$ cat config.mk
export PLATFORM = sky130hd
export DESIGN_NAME = clk_div_ctrl
export DESIGN_NICKNAME = d
export VERILOG_FILES = /design/src/rtl/clk_div_ctrl.sv
export SDC_FILE = /design/constraint.sdc
export NUM_CORES = 1
export LEC_CHECK = 0
export CORE_UTILIZATION = 40
export CTS_CLUSTER_SIZE = 10
export DETAILED_ROUTE_END_ITERATION = 6
export GPL_TIMING_DRIVEN = 1
export PLACE_DENSITY = 0.71
export SYNTH_ARGS = -nofsm -noshare
export SYNTH_HDL_FRONTEND = slang
export SYNTH_SLANG_ARGS = --single-unit
$ cat constraint.sdc
create_clock -name reference_clk -period 1.9 [get_ports reference_clk]
set_input_delay 0.38 -clock reference_clk [delete_from_list [all_inputs] [get_ports reference_clk]]
set_output_delay 0.38 -clock reference_clk [all_outputs]
set_load 0.01 [all_outputs]
$ cat src/rtl/clk_div_ctrl.sv
// Control FSM that safely retunes an external clock divider: drain, settle, load, resume.
// Optional DRAIN watchdog enabled by defining CLK_DIV_CTRL_DRAIN_TIMEOUT_EN.
module clk_div_ctrl #(
   parameter int unsigned SETTLE_CYCLES = 2,
   parameter logic [5:0]  DEFAULT_RATIO = 6'd1,
   parameter int unsigned DRAIN_TIMEOUT = 128
) (
   input  logic       reference_clk,
   input  logic       reset,
   input  logic       run,
   input  logic       req_valid,
   input  logic [5:0] req_ratio,
   output logic       req_ready,
   input  logic       div_output_clk,
   output logic       clk_divider_enable,
   output logic [5:0] division_ratio,
   output logic       done,
   output logic       err_ratio,
   output logic       timeout_err
);

   typedef enum logic [2:0] {
      S_OFF, S_RUN, S_DRAIN, S_SETTLE, S_LOAD, S_RESUME
   } state_e;

   if (SETTLE_CYCLES < 1 || SETTLE_CYCLES > 15 || DRAIN_TIMEOUT < 1) begin : g_param_check
      $error("clk_div_ctrl: SETTLE_CYCLES must be 1..15 and DRAIN_TIMEOUT >= 1");
   end

   state_e     state_q, state_d;
   logic [3:0] settle_cnt_q, settle_cnt_d;
   logic       pend_valid_q, pend_valid_d;
   logic [5:0] pend_ratio_q, pend_ratio_d;
   logic [5:0] ratio_q, ratio_d;
   logic       en_q, en_d;
   logic       ready_q, ready_d;
   logic       done_q, done_d;
   logic       err_q, err_d;

   logic accept, accept_legal, accept_zero;
   logic drain_to, drain_exit;

   assign accept       = req_valid && ready_q;
   assign accept_zero  = accept && (req_ratio == '0);
   assign accept_legal = accept && (req_ratio != '0);

`ifdef CLK_DIV_CTRL_DRAIN_TIMEOUT_EN
   localparam int unsigned DW = $clog2(DRAIN_TIMEOUT + 1);
   logic [DW-1:0] drain_cnt_q, drain_cnt_d;
   logic          timeout_q;

   assign drain_to = (state_q == S_DRAIN) && div_output_clk &&
                     (drain_cnt_q == DW'(DRAIN_TIMEOUT - 1));

   always_comb begin
      drain_cnt_d = '0;
      if (state_q == S_DRAIN) drain_cnt_d = drain_cnt_q + 1'b1;
   end

   always_ff @(posedge reference_clk or posedge reset) begin
      if (reset) begin
         drain_cnt_q <= '0;
         timeout_q   <= 1'b0;
      end else begin
         drain_cnt_q <= drain_cnt_d;
         timeout_q   <= drain_to;
      end
   end

   assign timeout_err = timeout_q;
`else
   assign drain_to    = 1'b0;
   assign timeout_err = 1'b0;
`endif

   assign drain_exit = (state_q == S_DRAIN) && (!div_output_clk || drain_to);

   always_ff @(posedge reference_clk or posedge reset) begin
      if (reset) begin
         state_q      <= S_OFF;
         settle_cnt_q <= '0;
         pend_valid_q <= 1'b0;
         pend_ratio_q <= '0;
         ratio_q      <= DEFAULT_RATIO;
         en_q         <= 1'b0;
         ready_q      <= 1'b0;
         done_q       <= 1'b0;
         err_q        <= 1'b0;
      end else begin
         state_q      <= state_d;
         settle_cnt_q <= settle_cnt_d;
         pend_valid_q <= pend_valid_d;
         pend_ratio_q <= pend_ratio_d;
         ratio_q      <= ratio_d;
         en_q         <= en_d;
         ready_q      <= ready_d;
         done_q       <= done_d;
         err_q        <= err_d;
      end
   end

   // A zero-ratio request is consumed but suppresses every other transition that cycle.
   always_comb begin
      state_d      = state_q;
      settle_cnt_d = '0;
      pend_valid_d = pend_valid_q;
      pend_ratio_d = pend_ratio_q;
      case (state_q)
         S_OFF: begin
            if (!accept && run) state_d = S_RESUME;
         end
         S_RUN: begin
            if (accept_legal) begin
               pend_valid_d = 1'b1;
               pend_ratio_d = req_ratio;
               state_d      = S_DRAIN;
            end else if (!accept && !run) begin
               state_d = S_DRAIN;
            end
         end
         S_DRAIN: begin
            if (drain_exit) state_d = S_SETTLE;
         end
         S_SETTLE: begin
            if (settle_cnt_q == 4'(SETTLE_CYCLES - 1)) state_d = S_LOAD;
            else settle_cnt_d = settle_cnt_q + 4'd1;
         end
         S_LOAD: begin
            pend_valid_d = 1'b0;
            pend_ratio_d = '0;
            state_d      = run ? S_RESUME : S_OFF;
         end
         S_RESUME: state_d = S_RUN;
         default:  state_d = S_OFF;
      endcase
   end

   // Outputs are registered from the upcoming state so they align with it.
   always_comb begin
      en_d    = (state_d == S_RUN) || (state_d == S_DRAIN);
      ready_d = (state_d == S_OFF) || (state_d == S_RUN);
      ratio_d = ratio_q;
      done_d  = 1'b0;
      err_d   = accept_zero;
      if (state_q == S_OFF && accept_legal) begin
         ratio_d = req_ratio;
         done_d  = 1'b1;
      end else if (state_q == S_LOAD && pend_valid_q) begin
         ratio_d = pend_ratio_q;
         done_d  = 1'b1;
      end
   end

   assign req_ready          = ready_q;
   assign clk_divider_enable = en_q;
   assign division_ratio     = ratio_q;
   assign done               = done_q;
   assign err_ratio          = err_q;

endmodule

==> summary.md <==
| Metric | Value |
|---|---|
| Number of detailed-route iterations in the first pass | 4 |
| Max H-tree Level | 1 |
| CP Class | reg2reg |
| Hpwl dp | 1770 um |
| Critical Path RT | 2.11 ns |
| Remaining Overflow, GRT | 0 |
| Number of synthesis warnings | 0 |
| Routed len/inst | 13.9 um |
| RR Startpoint | state_q[1]$_DFF_PP0_ |
| Final hold violation count | 0 |
| Min cycle time layout | 1.81 ns |
| N_diodes | 0 |
| Max-cap violations | 0 |
| Largest net degree at the start of global routing | 25 |
| CTS buffer count | 3 |
| Drt drc | 0 |
| Peak VDD IR | 1010 uV |
| Layout cells sized above 1 | 0.174 |
| Asr flop ratio synth | 1.00 |
| Std-Cell Core Area | between 0.002 and 0.003 mm2 |
| Die area | 0.00310 mm2 |
| Most frequent cells in the layout | 23 x dfrtp_1, 20 x clkdlybuf4s50_1, 15 x nand2_1, 12 x buf_4, 7 x inv_1 |
| Initial antenna violation count | 0 |
| Area post-placement | 0.00147 mm2 |
| Worst r2r path cells | 4 |
| Nets@finish | roughly 150 |
| Logic pwr share | 0.452 |
| Skew-Pair Late Insertion Delay | 0.31 ns |
| Vias per cell | around 5.4 |
| Cells after DPL | 165 |
| Syn_area_per_cell | around 11 um2 |
| RD Place Congestion | 0.786 |
| Tcrit/Tclk final | 0.951 |
| Synth area leader | dfrtp_1 |
| Max Clock Freq | 0.553 GHz |
| Synthesized flop and latch total | 24 |
| Initial DRC count | 17 |
| Global-route usage over all layers | 0.174 |
| Worst r2r dst | division_ratio[3]$_DFFE_PP0P_ |
| CP endpoint kind | flip-flop |
| Setup Buffers After CTS | 0 |
| Max Slew Vio Count | 0 |
| P_sw | between 0.7 and 0.8 mW |
| Status | finished, final reports clean |
| Clock Power Share | 0.131 |
| CTS tree | yes |
| Post-synthesis cell count | 104 |
| Syn Nets | 117 |
| Clock Skews | 0.00378 ns |
| Vias in the first global route | 939 |
| Worst min path class | in2async |
| # clock sinks | 24 |
| Max_slew headroom | 0.654 |
| CTS Root Cell | clkbuf_4 |
| Sw frac | 0.358 |
| Antenna Nets Post-Route | 0 |
| Initial Util | 0.422 |
| Die span in y | about 56 um |
| Hold Buf Count CTS | 0 |
| I/O pin cnt | 22 |
| Reg-to-reg slack, setup | 0.09 ns |
| # resized after CTS | 0 |
| I/O Buffers | 20 |
| Global-route wire length before repair | 4240 um |
| Post-synth EDFFs | 0 |
| Int Power | 1.32 mW |
| Power Dens Cells | 1360 mW/mm2 |
| Synth Flop Type | dfrtp_1 |
| Sequential area share after synthesis | 0.522 |
| # setup viols final | 0 |
| DR vias | ~900 |
| Die Wd | around 56 um |
| Rows | 19 |
| Synth top area share | 0.499 |
| Arr. time, crit path | 2.01 ns |
| Clk pin slew, worst setup/hold paths | 0.13 ns |
| Design Area, Final | 0.00151 mm2 |
| Area growth, synth to finish | 31.1% |
| Clk buf depth | 2 |
| Drt total wl | 2360 um |
| RSZ-0062 raised after global routing | no |
| Worst Max-Slew Pin Slew | 0.517 ns |
| Synth Cell Area | ~0.0012 mm2 |
| CP Max Fanout | 7 |
| Leak pwr | 0.704 nW |
| Synth cell types | 35 |
| Commonest non-fill, non-tap cell in the layout | dfrtp_1 |
| Final non-filler cell total | 169 |
| Crit path launch type | flip-flop |
| Area contributors post-synth | dfrtp_1 50%, a221o_1 5.2%, nand2_1 4.9% |
| Reg power frac | 0.417 |
-- per-stage QoR --
| step | utilization | power, mW | setup WS (ns) | hold WS, ns | setup TNS, ns |
|---|---|---|---|---|---|
| after detailed placement | 0.536 | 1.79 | -0.192 | 0.489 | -1.43 |
| after CTS | 0.550 | 2.06 | 0.0129 | 0.401 | 0 |
| after floorplan | - | 1.41 | 0.243 | 0.394 | 0 |
| after global placement | 0.536 | 1.75 | -0.154 | 0.480 | -0.772 |
| after global routing | 0.552 | 2.23 | 0.0132 | 0.450 | 0 |
| final | 0.552 | 2.06 | 0.0924 | 0.393 | 0 |
-- registers in the layout, summed over array words and instances, names as in the netlist --
register	flops
clk_divider_enable	1
division_ratio	6
done	1
err_ratio	1
pend_ratio_q	6
pend_valid_q	1
req_ready	1
settle_cnt_q	4
state_q	3
-- routing by layer --
layer	track usage	wire [um]
met2	0.291	1130
met3	0.0256	84
met4	0.0643	34
met1	0.229	1110
met5	0	0
-- power by group through the flow --
stage               Sequential [mW]  Combinational, mW  Clock, mW
floorplan                     0.889              0.520          0
global placement              0.857              0.896          0
detailed placement            0.867              0.925          0
CTS                           0.858              0.929      0.278
global route                  0.894               1.04      0.294
finish                        0.860              0.931      0.271
-- worst max-delay path by stage --
stage	startpoint	to	slack, ns
global placement	req_ratio[4]	clk_divider_enable$_DFF_PP0_	-0.15
global route	req_ratio[4]	clk_divider_enable$_DFF_PP0_	0.01
finish	state_q[1]$_DFF_PP0_	division_ratio[3]$_DFFE_PP0P_	0.09
floorplan	state_q[0]$_DFF_PP0_	division_ratio[1]$_DFFE_PP0P_	0.24
detailed placement	req_ratio[4]	clk_divider_enable$_DFF_PP0_	-0.19
CTS	state_q[1]$_DFF_PP0_	pend_ratio_q[0]$_DFFE_PP0P_	0.01
-- worst max-delay path, cell delays in order, from the launching register on --
cell and delay [ns]:
dfrtp_1 0.46, or3_4 0.40, a211oi_4 0.42, a21oi_4 0.09, a221o_1 0.32
-- final cells by class --
class	instances	area, um2
multi-input cells	71	517
flip-flops and latches	24	602
fillers	244	1220
inverters	7	26.3
clock buffers	4	36.3
well taps	31	38.8
repair buffers	32	290
-- cells in the mapped netlist, types with 2 or more instances --
master / n
inv_1: 7
and2_1: 2
dfrtp_1: 23
and3b_1: 2
buf_4: 2
o21ai_0: 4
xnor2_1: 2
ha_1: 2
nor2_1: 5
a221o_1: 6
a21oi_1: 4
a21o_1: 2
o21ai_1: 2
and3_1: 6
nand2_1: 15
-- cells by family after synthesis --
family | after synthesis | synth area share
multiplexers | 1 | 0.00869
AND/OR/NAND/NOR | 38 | 0.192
XOR/XNOR | 2 | 0.0152
other | 1 | 0.00325
AO/OA/AOI/OAI | 27 | 0.201
adder cells (fa/ha/maj) | 2 | 0.0217
flip-flops | 24 | 0.522
buffers and inverters | 9 | 0.0358
(Power assumes the default switching activity.)
==> variant: new RTL, config.mk and constraints unchanged <==
Register the output `err_ratio` once more, without a reset; this adds one clock of latency there. The other outputs are not delayed to match.
--- a/src/rtl/clk_div_ctrl.sv
+++ b/src/rtl/clk_div_ctrl.sv
@@ -155,7 +155,9 @@
    assign clk_divider_enable = en_q;
    assign division_ratio     = ratio_q;
    assign done               = done_q;
-   assign err_ratio          = err_q;
+   always_ff @(posedge reference_clk) begin
+      err_ratio <= err_q;
+   end
 
 endmodule
 
Behaviour: not the same (a bounded check fails within 4 cycles, from zero or initial values and one cycle with reset high).
==> variant against the original RTL <==
Clock power is 15% lower. Global-route usage is 1.3 points lower. Critical endpoint unchanged. Cell area decreased by 0.17%. Via count is 3.6% lower. Hold slack lost 0.12 ns. Clock skew fell by 0.00093 ns. Wire length decreased by 0.98%. Area after synthesis rose by 1.8%. Total power decreased by 2.4%. Largest power group is now registers. Die area is 1.8% higher. Critical path type unchanged. Sequential cell count grew 1. Setup slack gained 0.0018 ns. Count of clock-buffer cells in the layout shrank 1.
==> variant: results <==
cells_and_area:
  num-nets-final: 152
  n_fill_cell: 255
  regArea_um2: 622
  antenna_cells: 0
min_path:
  worstHoldPathType: "primary input to asynchronous set/reset pin"
clock_network:
  numCtsBuffers: 3
  cts_root_buf: "clkbuf_4"
  cts.clk_slew.worst_paths_ns: 0.13
power_and_ir_drop:
  ir_drop_mv: 0.998
  p_leak_nw: 0.704
  p_sw_w: 0.000733
setup_path:
  reg2regPathDepth: 4
  cp-end-kind: "register"
  crit_start: "state_q[0]"
  max_stage_delay_ns: 0.48
  arrival_ns: 2.01
  critPathMaxFanout: 8
drt:
  wire_per_inst_um: 13.8
  wl_met1_um: 1180
  drt_first_pass_iters: 4
  met3_length_um: 62
  avgViaCountPerCell: 5.19
  drt-initial-drc-count: 32
  route.met2.wl_um: 1080
logic_synthesis:
  async_reset_ff_share_pct: 96.0
  synthXorXnorAreaFrac_pct: 1.49
  yosysWarningCount: 0
  synthAdderAreaFrac_pct: 2.13
  ys_seq_area_share_pct: 53.0
  synth_commonest_cells: "23 x dfrtp_1, 15 x nand2_1, 7 x inv_1"
  synth_compound_area_share_pct: 19.8
  synth_area_leaders: "dfrtp_1 49%, a221o_1 5.1%, nand2_1 4.8%, and3_1 3.2%, o21ai_1 2.6%"
  yosys-mux-area-fraction_pct: 0.853
  synthesis.nets: 118
outcome:
  status: "finished clean"
global_routing:
  grt_use_met1_pct: 24.0
  gr-usage-met2_pct: 24.7
  grt_pass1_wl_um: 3940
  grt_usage_pct: 16.1
  grt_pass1_vias: 846
  grt_max_degree: 18
  use_met3_pct: 2.33
place:
  gp_congestion: 0.844
  placed_area_um2: 1480
  place.detailed.hpwl_um: 1800
  port_buffers: 20
timing:
  fin_skew_ns: 0.00285
[variant: changes by cell type after synthesis, sizes merged]
cell / before / now
dfxtp: 0 / 1
[variant: metrics by stage]
step | setup slack (ns) | instances | hold slack [ns]
floorplan | 0.243 | 105 | 0.324
global placement | -0.0842 | 165 | 0.326
detailed placement | -0.136 | 165 | 0.330
CTS | 0.0975 | 169 | 0.280
global route | 0.0327 | 169 | 0.288
finish | 0.0942 | 169 | 0.276
[variant: cell type report]
cell class              instances  share of cell area (%)
clock inverters                 1                   0.332
inverters                       7                    1.74
repair buffers                 31                    18.8
well taps                      31                    2.57
clock buffers                   3                    1.49
flip-flops and latches         25                    41.2
multi-input cells              71                    33.9
[variant: power by group through the flow]
stage,Clock (W),Combinational (W),Sequential (W)
2_1_floorplan,0,0.000528,0.000910
3_3_place_gp,0,0.000855,0.000901
3_5_place_dp,0,0.000877,0.000911
4_1_cts,0.000241,0.000890,0.000901
5_1_grt,0.000264,0.000961,0.000936
6_report,0.000231,0.000876,0.000904
